===== src/rtl/aux_seg_pkg.sv =====
// Shared constants for the seven-segment scanner: FSM encoding and
// active-low segment patterns ({g,f,e,d,c,b,a}).
package aux_seg_pkg;

  typedef logic [1:0] state_t;

  localparam state_t ST_IDLE  = 2'd0;
  localparam state_t ST_BLANK = 2'd1;
  localparam state_t ST_SHOW  = 2'd2;

  localparam logic [7:0] SEG_OFF   = 8'hFF;
  localparam logic [6:0] SEG_BLANK = 7'h7F;

  localparam logic [6:0] SEG_HEX_0 = 7'h40;
  localparam logic [6:0] SEG_HEX_1 = 7'h79;
  localparam logic [6:0] SEG_HEX_2 = 7'h24;
  localparam logic [6:0] SEG_HEX_3 = 7'h30;
  localparam logic [6:0] SEG_HEX_4 = 7'h19;
  localparam logic [6:0] SEG_HEX_5 = 7'h12;
  localparam logic [6:0] SEG_HEX_6 = 7'h02;
  localparam logic [6:0] SEG_HEX_7 = 7'h78;
  localparam logic [6:0] SEG_HEX_8 = 7'h00;
  localparam logic [6:0] SEG_HEX_9 = 7'h10;
  localparam logic [6:0] SEG_HEX_A = 7'h08;
  localparam logic [6:0] SEG_HEX_B = 7'h03;
  localparam logic [6:0] SEG_HEX_C = 7'h46;
  localparam logic [6:0] SEG_HEX_D = 7'h21;
  localparam logic [6:0] SEG_HEX_E = 7'h06;
  localparam logic [6:0] SEG_HEX_F = 7'h0E;

endpackage


===== src/rtl/aux_seg_scanner_if.sv =====
// Display-side bundle for aux_seg_scanner: scan clock, enable, digit data in;
// cathode/anode drive and current digit index out.
interface aux_seg_scanner_if #(
  parameter int Digits = 8
);
  localparam int IdxBit = $clog2(Digits);

  logic                  scan_clk;
  logic                  en;
  logic [4*Digits-1:0]   data;
  logic [Digits-1:0]     dp;
  logic [7:0]            seg_n;
  logic [Digits-1:0]     an_n;
  logic [IdxBit-1:0]     digit_idx;

  modport master (
    output scan_clk, en, data, dp,
    input  seg_n, an_n, digit_idx
  );

  modport slave (
    input  scan_clk, en, data, dp,
    output seg_n, an_n, digit_idx
  );
endinterface


===== src/rtl/aux_seg_decoder.sv =====
// Hex nibble to active-low seven-segment pattern {g,f,e,d,c,b,a}.
module aux_seg_decoder
  import aux_seg_pkg::*;
(
  input  logic [3:0] nibble,
  output logic [6:0] seg_n
);

  // Pure lookup; unknown codes fall back to all segments off.
  always_comb begin
    seg_n = SEG_BLANK;
    case (nibble)
      4'h0:    seg_n = SEG_HEX_0;
      4'h1:    seg_n = SEG_HEX_1;
      4'h2:    seg_n = SEG_HEX_2;
      4'h3:    seg_n = SEG_HEX_3;
      4'h4:    seg_n = SEG_HEX_4;
      4'h5:    seg_n = SEG_HEX_5;
      4'h6:    seg_n = SEG_HEX_6;
      4'h7:    seg_n = SEG_HEX_7;
      4'h8:    seg_n = SEG_HEX_8;
      4'h9:    seg_n = SEG_HEX_9;
      4'hA:    seg_n = SEG_HEX_A;
      4'hB:    seg_n = SEG_HEX_B;
      4'hC:    seg_n = SEG_HEX_C;
      4'hD:    seg_n = SEG_HEX_D;
      4'hE:    seg_n = SEG_HEX_E;
      4'hF:    seg_n = SEG_HEX_F;
      default: seg_n = SEG_BLANK;
    endcase
  end

endmodule


===== src/rtl/aux_seg_scanner.sv =====
// Multiplexed seven-segment scanner stepping one digit per scan_clk rise,
// with a dark gap between digits. Define AUX_SEG_LZB_EN for leading-zero blanking.
module aux_seg_scanner
  import aux_seg_pkg::*;
#(
  parameter int Digits      = 8,
  parameter int BlankCycles = 4
) (
  input  logic               clk,
  input  logic               rst_n,
  aux_seg_scanner_if.slave   bus
);

  localparam int IdxBit = $clog2(Digits);
  localparam int CntBit = (BlankCycles > 1) ? $clog2(BlankCycles) : 1;

  localparam logic [IdxBit-1:0] IDX_LAST = IdxBit'(Digits - 1);
  localparam logic [IdxBit-1:0] IDX_ZERO = {IdxBit{1'b0}};
  localparam logic [CntBit-1:0] CNT_LOAD = CntBit'(BlankCycles - 1);
  localparam logic [CntBit-1:0] CNT_ZERO = {CntBit{1'b0}};
  localparam logic [CntBit-1:0] CNT_ONE  = CntBit'(1);
  localparam logic [Digits-1:0] AN_OFF   = {Digits{1'b1}};
  localparam logic [Digits-1:0] AN_ONE   = Digits'(1);

  logic              scan_s1_r, scan_s2_r, scan_prev_r;
  logic              tick_s;
  state_t            state_r, state_nx_s;
  logic [CntBit-1:0] cnt_r, cnt_nx_s;
  logic [IdxBit-1:0] idx_r, idx_nx_s, idx_inc_s;
  logic [3:0]        nib_s;
  logic [6:0]        pat_s;
  logic [Digits-1:0] show_an_s;
  logic [7:0]        show_seg_s;
  logic [7:0]        seg_n_r;
  logic [Digits-1:0] an_n_r;

  // Two-flop resynchroniser plus one delay flop for rising-edge detection.
  always_ff @(posedge clk or negedge rst_n) begin
    if (!rst_n) begin
      scan_s1_r   <= 1'b0;
      scan_s2_r   <= 1'b0;
      scan_prev_r <= 1'b0;
    end else begin
      scan_s1_r   <= bus.scan_clk;
      scan_s2_r   <= scan_s1_r;
      scan_prev_r <= scan_s2_r;
    end
  end

  assign tick_s    = scan_s2_r & ~scan_prev_r;
  assign idx_inc_s = (idx_r == IDX_LAST) ? IDX_ZERO : idx_r + IdxBit'(1);

  // Scan sequencing; a low enable overrides everything, including a tick.
  always_comb begin
    state_nx_s = state_r;
    cnt_nx_s   = cnt_r;
    idx_nx_s   = idx_r;
    if (!bus.en) begin
      state_nx_s = ST_IDLE;
      cnt_nx_s   = CNT_ZERO;
    end else begin
      case (state_r)
        ST_IDLE, ST_SHOW: begin
          if (tick_s) begin
            state_nx_s = ST_BLANK;
            cnt_nx_s   = CNT_LOAD;
            idx_nx_s   = idx_inc_s;
          end else begin
            state_nx_s = state_r;
          end
        end
        ST_BLANK: begin
          if (cnt_r == CNT_ZERO) begin
            state_nx_s = ST_SHOW;
          end else begin
            cnt_nx_s = cnt_r - CNT_ONE;
          end
        end
        default: begin
          state_nx_s = ST_IDLE;
          cnt_nx_s   = CNT_ZERO;
        end
      endcase
    end
  end

  // FSM, blank counter and digit index registers.
  always_ff @(posedge clk or negedge rst_n) begin
    if (!rst_n) begin
      state_r <= ST_IDLE;
      cnt_r   <= CNT_ZERO;
      idx_r   <= IDX_LAST;
    end else begin
      state_r <= state_nx_s;
      cnt_r   <= cnt_nx_s;
      idx_r   <= idx_nx_s;
    end
  end

  assign nib_s = bus.data[4*idx_r +: 4];

  aux_seg_decoder u_dec (
    .nibble (nib_s),
    .seg_n  (pat_s)
  );

`ifdef AUX_SEG_LZB_EN
  logic higher_nz_s;
  logic lz_s;

  // A digit is a leading zero when it and every higher digit are zero.
  always_comb begin
    higher_nz_s = 1'b0;
    for (int i = 0; i < Digits; i++) begin
      higher_nz_s = higher_nz_s | ((i >= int'(idx_r)) && (bus.data[4*i +: 4] != 4'h0));
    end
    lz_s = (idx_r != IDX_ZERO) && !higher_nz_s;
  end

  // Drive for the digit about to be lit; a blanked digit keeps only its dp.
  always_comb begin
    show_an_s  = AN_OFF;
    show_seg_s = SEG_OFF;
    if (lz_s && !bus.dp[idx_r]) begin
      show_an_s = AN_OFF;
    end else begin
      show_an_s = ~(AN_ONE << idx_r);
    end
    if (lz_s) begin
      show_seg_s = {~bus.dp[idx_r], SEG_BLANK};
    end else begin
      show_seg_s = {~bus.dp[idx_r], pat_s};
    end
  end
`else
  // Drive for the digit about to be lit.
  always_comb begin
    show_an_s  = ~(AN_ONE << idx_r);
    show_seg_s = {~bus.dp[idx_r], pat_s};
  end
`endif

  // Pins follow the next state; digit content is latched only on entry to SHOW.
  always_ff @(posedge clk or negedge rst_n) begin
    if (!rst_n) begin
      seg_n_r <= SEG_OFF;
      an_n_r  <= AN_OFF;
    end else if (state_nx_s == ST_SHOW) begin
      if (state_r == ST_BLANK) begin
        seg_n_r <= show_seg_s;
        an_n_r  <= show_an_s;
      end else begin
        seg_n_r <= seg_n_r;
        an_n_r  <= an_n_r;
      end
    end else begin
      seg_n_r <= SEG_OFF;
      an_n_r  <= AN_OFF;
    end
  end

  assign bus.seg_n     = seg_n_r;
  assign bus.an_n      = an_n_r;
  assign bus.digit_idx = idx_r;

endmodule

===== src/flat_wrapper.sv =====
// flat-port wrapper written by rule: the top's interface ports become plain ports
module aux_seg_scanner_flat import aux_seg_pkg::*;
#(
  parameter int Digits      = 8,
  parameter int BlankCycles = 4
)
  (clk, rst_n, bus_scan_clk, bus_en, bus_data, bus_dp, bus_seg_n, bus_an_n, bus_digit_idx);
  aux_seg_scanner_if #(.Digits(Digits)) bus_i ();
  input  logic clk;
  input  logic rst_n;
  input wire logic [$bits(bus_i.scan_clk)-1:0] bus_scan_clk;
  input wire logic [$bits(bus_i.en)-1:0] bus_en;
  input wire logic [$bits(bus_i.data)-1:0] bus_data;
  input wire logic [$bits(bus_i.dp)-1:0] bus_dp;
  output wire logic [$bits(bus_i.seg_n)-1:0] bus_seg_n;
  output wire logic [$bits(bus_i.an_n)-1:0] bus_an_n;
  output wire logic [$bits(bus_i.digit_idx)-1:0] bus_digit_idx;
  assign bus_i.scan_clk = bus_scan_clk;
  assign bus_i.en = bus_en;
  assign bus_i.data = bus_data;
  assign bus_i.dp = bus_dp;
  assign bus_seg_n = bus_i.seg_n;
  assign bus_an_n = bus_i.an_n;
  assign bus_digit_idx = bus_i.digit_idx;
  aux_seg_scanner #(.Digits(Digits), .BlankCycles(BlankCycles)) u_core (.clk(clk), .rst_n(rst_n), .bus(bus_i));
endmodule

===== config.mk =====
export PLATFORM = sky130hd
export DESIGN_NAME = aux_seg_scanner_flat
export DESIGN_NICKNAME = d
export VERILOG_FILES = /design/src/rtl/aux_seg_pkg.sv /design/src/rtl/aux_seg_scanner_if.sv /design/src/rtl/aux_seg_decoder.sv /design/src/rtl/aux_seg_scanner.sv /design/src/flat_wrapper.sv
export SDC_FILE = /design/constraint.sdc
export NUM_CORES = 1
export LEC_CHECK = 0
export BUFFER_PORTS_ARGS = -buffer_cell sky130_fd_sc_hd__buf_2
export CAP_MARGIN = 20
export CORE_MARGIN = 2
export CORE_UTILIZATION = 45
export DETAILED_ROUTE_END_ITERATION = 6
export HOLD_SLACK_MARGIN = 0.05
export PLACE_DENSITY = 0.81
export RECOVER_POWER = 100
export SETUP_SLACK_MARGIN = 0.1
export SYNTH_ARGS = -nofsm -noshare
export SYNTH_HDL_FRONTEND = slang
export SYNTH_SLANG_ARGS = --single-unit
export TNS_END_PERCENT = 10

===== constraint.sdc =====
create_clock -name clk -period 2.8 [get_ports clk]
set_clock_uncertainty 0.15 [all_clocks]
set_input_delay 0.56 -clock clk [delete_from_list [all_inputs] [get_ports clk]]
set_output_delay 0.56 -clock clk [all_outputs]
set_load 0.02 [all_outputs]

==> results.yml <==
floorplan:
  core-area_um2: 3690
  die-area_um2: 4350
  initial_core_util: 0.468
  pin_count: 63
  fp.dieW_um: 66.0
  fp-row-count: 22
  die_h_um: 66.0
grt:
  antenna_found_initial: 0
  grt_start_max_net_pins: 27
  track_usage: 0.175
  grt_pass1_vias: 1315
  gr-total-overflow: 0
  grt_first_pass_wirelength_um: 5870
clock_network:
  numCtsBuffers: 3
  clkTransAtPathRegs_ps: 90
  clkLatencyLatePin_ps: 270
  htree_num_levels: 1
  cts_tree: "done"
  clk_path_buf_depth: 2
  clock_sinks: 26
  root_buffer: "clkbuf_8"
cells_and_area:
  finalNetCount: 272
  fin_area_um2: 2180
  layout_common_cells: "44 x buf_2, 19 x clkbuf_1, 17 x dfstp_2"
  final_common_cell: "buf_2"
  diodes: 0
  layout-drive-gt1-share: 0.402
  syn2layout_area_growth_pct: 26.0
  fillCellCount: 334
  regArea_um2: 674
  multiInputGateArea_um2: 970
placement:
  dp_worst_setup_slack_ps: 152
  place_area_um2: 2070
  port_buffers: 62
  gp_congestion: 0.805
  dpl.hpwl_um: 2900
synthesis:
  ys.flop_type: "dfstp_2"
  synth_edf_count: 0
  synth_cell_types: 39
  syn_inst: 144
  synth-adder-area-share: 0.0941
  synthMuxAreaShare: 0.232
  synthArstFlopShare: 1.00
  yosys-top-cells-area: "dfstp_2 29%, mux4_1 11%, dfrtp_1 10%"
  synth_nets: 201
  synth_compound_area_frac: 0.125
  synth_top_cell_area_share: 0.289
  synth_top_family_by_area: "multiplexers"
  synth_seq_cells: 26
  synthXorXnorAreaFrac: 0.00941
  yosys_warnings: 0
  synth_top_area_cell: "dfstp_2"
  seq_area_frac_synth: 0.390
  avgSynthCellArea_um2: 12.0
  synthesis.area_um2: 1730
  synthSimpleGateAreaFrac: 0.102
routing:
  top_layer: "met4"
  drtIter0Drc: 61
  avgRoutedWirePerCell_um: 14.5
  wl_um: 3790
  drc: 0
  ant_nets: 0
  dr.pass1.iters: 4
  wl_met3_um: 226
  wl_met1_um: 1570
  wl_met2_um: 1970
  vias_per_cell: 5.29
  vias: 1387
critical_path:
  endpoint_kind: "register"
  critPathArrivalTime_ps: 2650
  slowest_stage: "dfstp_2"
  crit_type: "register to register"
  path_cells: "mux4_2 > mux2i_4 > clkbuf_2 > ha_1 > mux2i_1 > nor2_1 > o32a_1"
  crit_fanout: 5
  crit_required_ps: 2850
  start_kind: "register"
  max_stage_delay_ps: 640
  cp_top_family: "multiplexers"
  crit_buf_inv: 1
timing:
  relSlewSlack: 0.127
  tightest_slew_ps: 1310
  drv_slew: 0
  final.setup.tns_ps: 0
  setup_slack_ps: 202
  final.min_clock_period_ps: 2600
  max_freq_mhz: 385
  fin_crit_sh: 0.928
  rsz0062_at_grt: "yes"
  setup_viol: 0
  hold_violations: 0
pwr:
  cellLeakagePower_nw: 0.966
  power_density_nw_per_um2: 848
  vdd_drop_max_uv: 499
worst_hold_path:
  hold_path_class: "register to register"
job:
  maxCapViolations: 0
run_status:
  run_status: "finished, final reports clean"
-- cell usage after synthesis (all sizes together) (3+ instances only) --
master / instances
o21ai: 5
nor2: 12
o32a: 4
mux2i: 9
a31oi: 3
nand2: 8
a21oi: 9
dfrtp: 7
nor2b: 4
dfstp: 19
inv: 9
ha: 13
buf: 4
mux4: 10
nand2b: 3
-- metal layers --
layer | up-vias | global-route usage
met4 | 0 | 0.0332
met3 | 2 | 0.0307
met1 | 668 | 0.224
met2 | 48 | 0.314
li1 | 669 | -
met5 | - | 0
-- final timing paths --
check	startpoint	endpoint	slack [ps]	depth (start not counted)
max	u_core.bus.digit_idx[0]$_DFFE_PN1P_	u_core.bus.seg_n[1]$_DFFE_PN1P_	200	7
min reg2reg	u_core.scan_s1_r$_DFF_PN0_	u_core.scan_s2_r$_DFF_PN0_	200	0
max in group asynchronous	rst_n	u_core.cnt_r[0]$_DFFE_PN0P_	1330	1
min	u_core.scan_s1_r$_DFF_PN0_	u_core.scan_s2_r$_DFF_PN0_	200	0
max reg2reg	u_core.bus.digit_idx[0]$_DFFE_PN1P_	u_core.bus.seg_n[1]$_DFFE_PN1P_	200	7
min in group asynchronous	rst_n	u_core.scan_s2_r$_DFF_PN0_	410	1
-- where the power goes --
| group | leakage (nW) | switching (mW) | total (mW) | internal [mW] |
|---|---|---|---|---|
| Sequential | 0.287 | 0.0600 | 0.489 | 0.429 |
| Clock | 0.0288 | 0.120 | 0.246 | 0.126 |
| Combinational | 0.650 | 0.551 | 1.11 | 0.560 |
-- layout make-up --
| class | instances | share of cell area |
|---|---|---|
| Multi-Input combinational cell | 103 | 0.445 |
| Inverter | 9 | 0.0167 |
| Sequential cell | 26 | 0.310 |
| Clock buffer | 4 | 0.0253 |
| Tap cell | 48 | 0.0276 |
| Timing Repair Buffer | 72 | 0.175 |
-- flip-flops by register name, indices dropped and copies added (netlist names) --
register / cells
u_core.bus.seg_n: 8
u_core.state_r: 2
u_core.bus.an_n: 8
u_core.scan_s2_r: 1
u_core.bus.digit_idx: 3
u_core.scan_prev_r: 1
u_core.cnt_r: 2
u_core.scan_s1_r: 1
-- what timing repair did --
item / 4_1_cts / 5_1_grt
setup endpoints to repair: 1 / 2
gates resized for setup: 0 / 2
buffers inserted: 1 / 5
hold buffers: 0 / 0
-- cell families after synthesis --
kind of cell	after synthesis
simple gates	36
xor+xnor	1
mux	21
flops	26
buf+inv	15
compound gates	32
fa+ha+maj	13
-- stage by stage --
step                cells  hold WS, ps  power, mW   util
global route          262          223       1.97  0.590
global placement      252          183       1.43  0.562
finish                262          204       1.85  0.590
CTS                   257          131       1.75  0.583
floorplan             144          114       1.27      -
detailed placement    252          189       1.48  0.562
(Power assumes the default switching activity.)
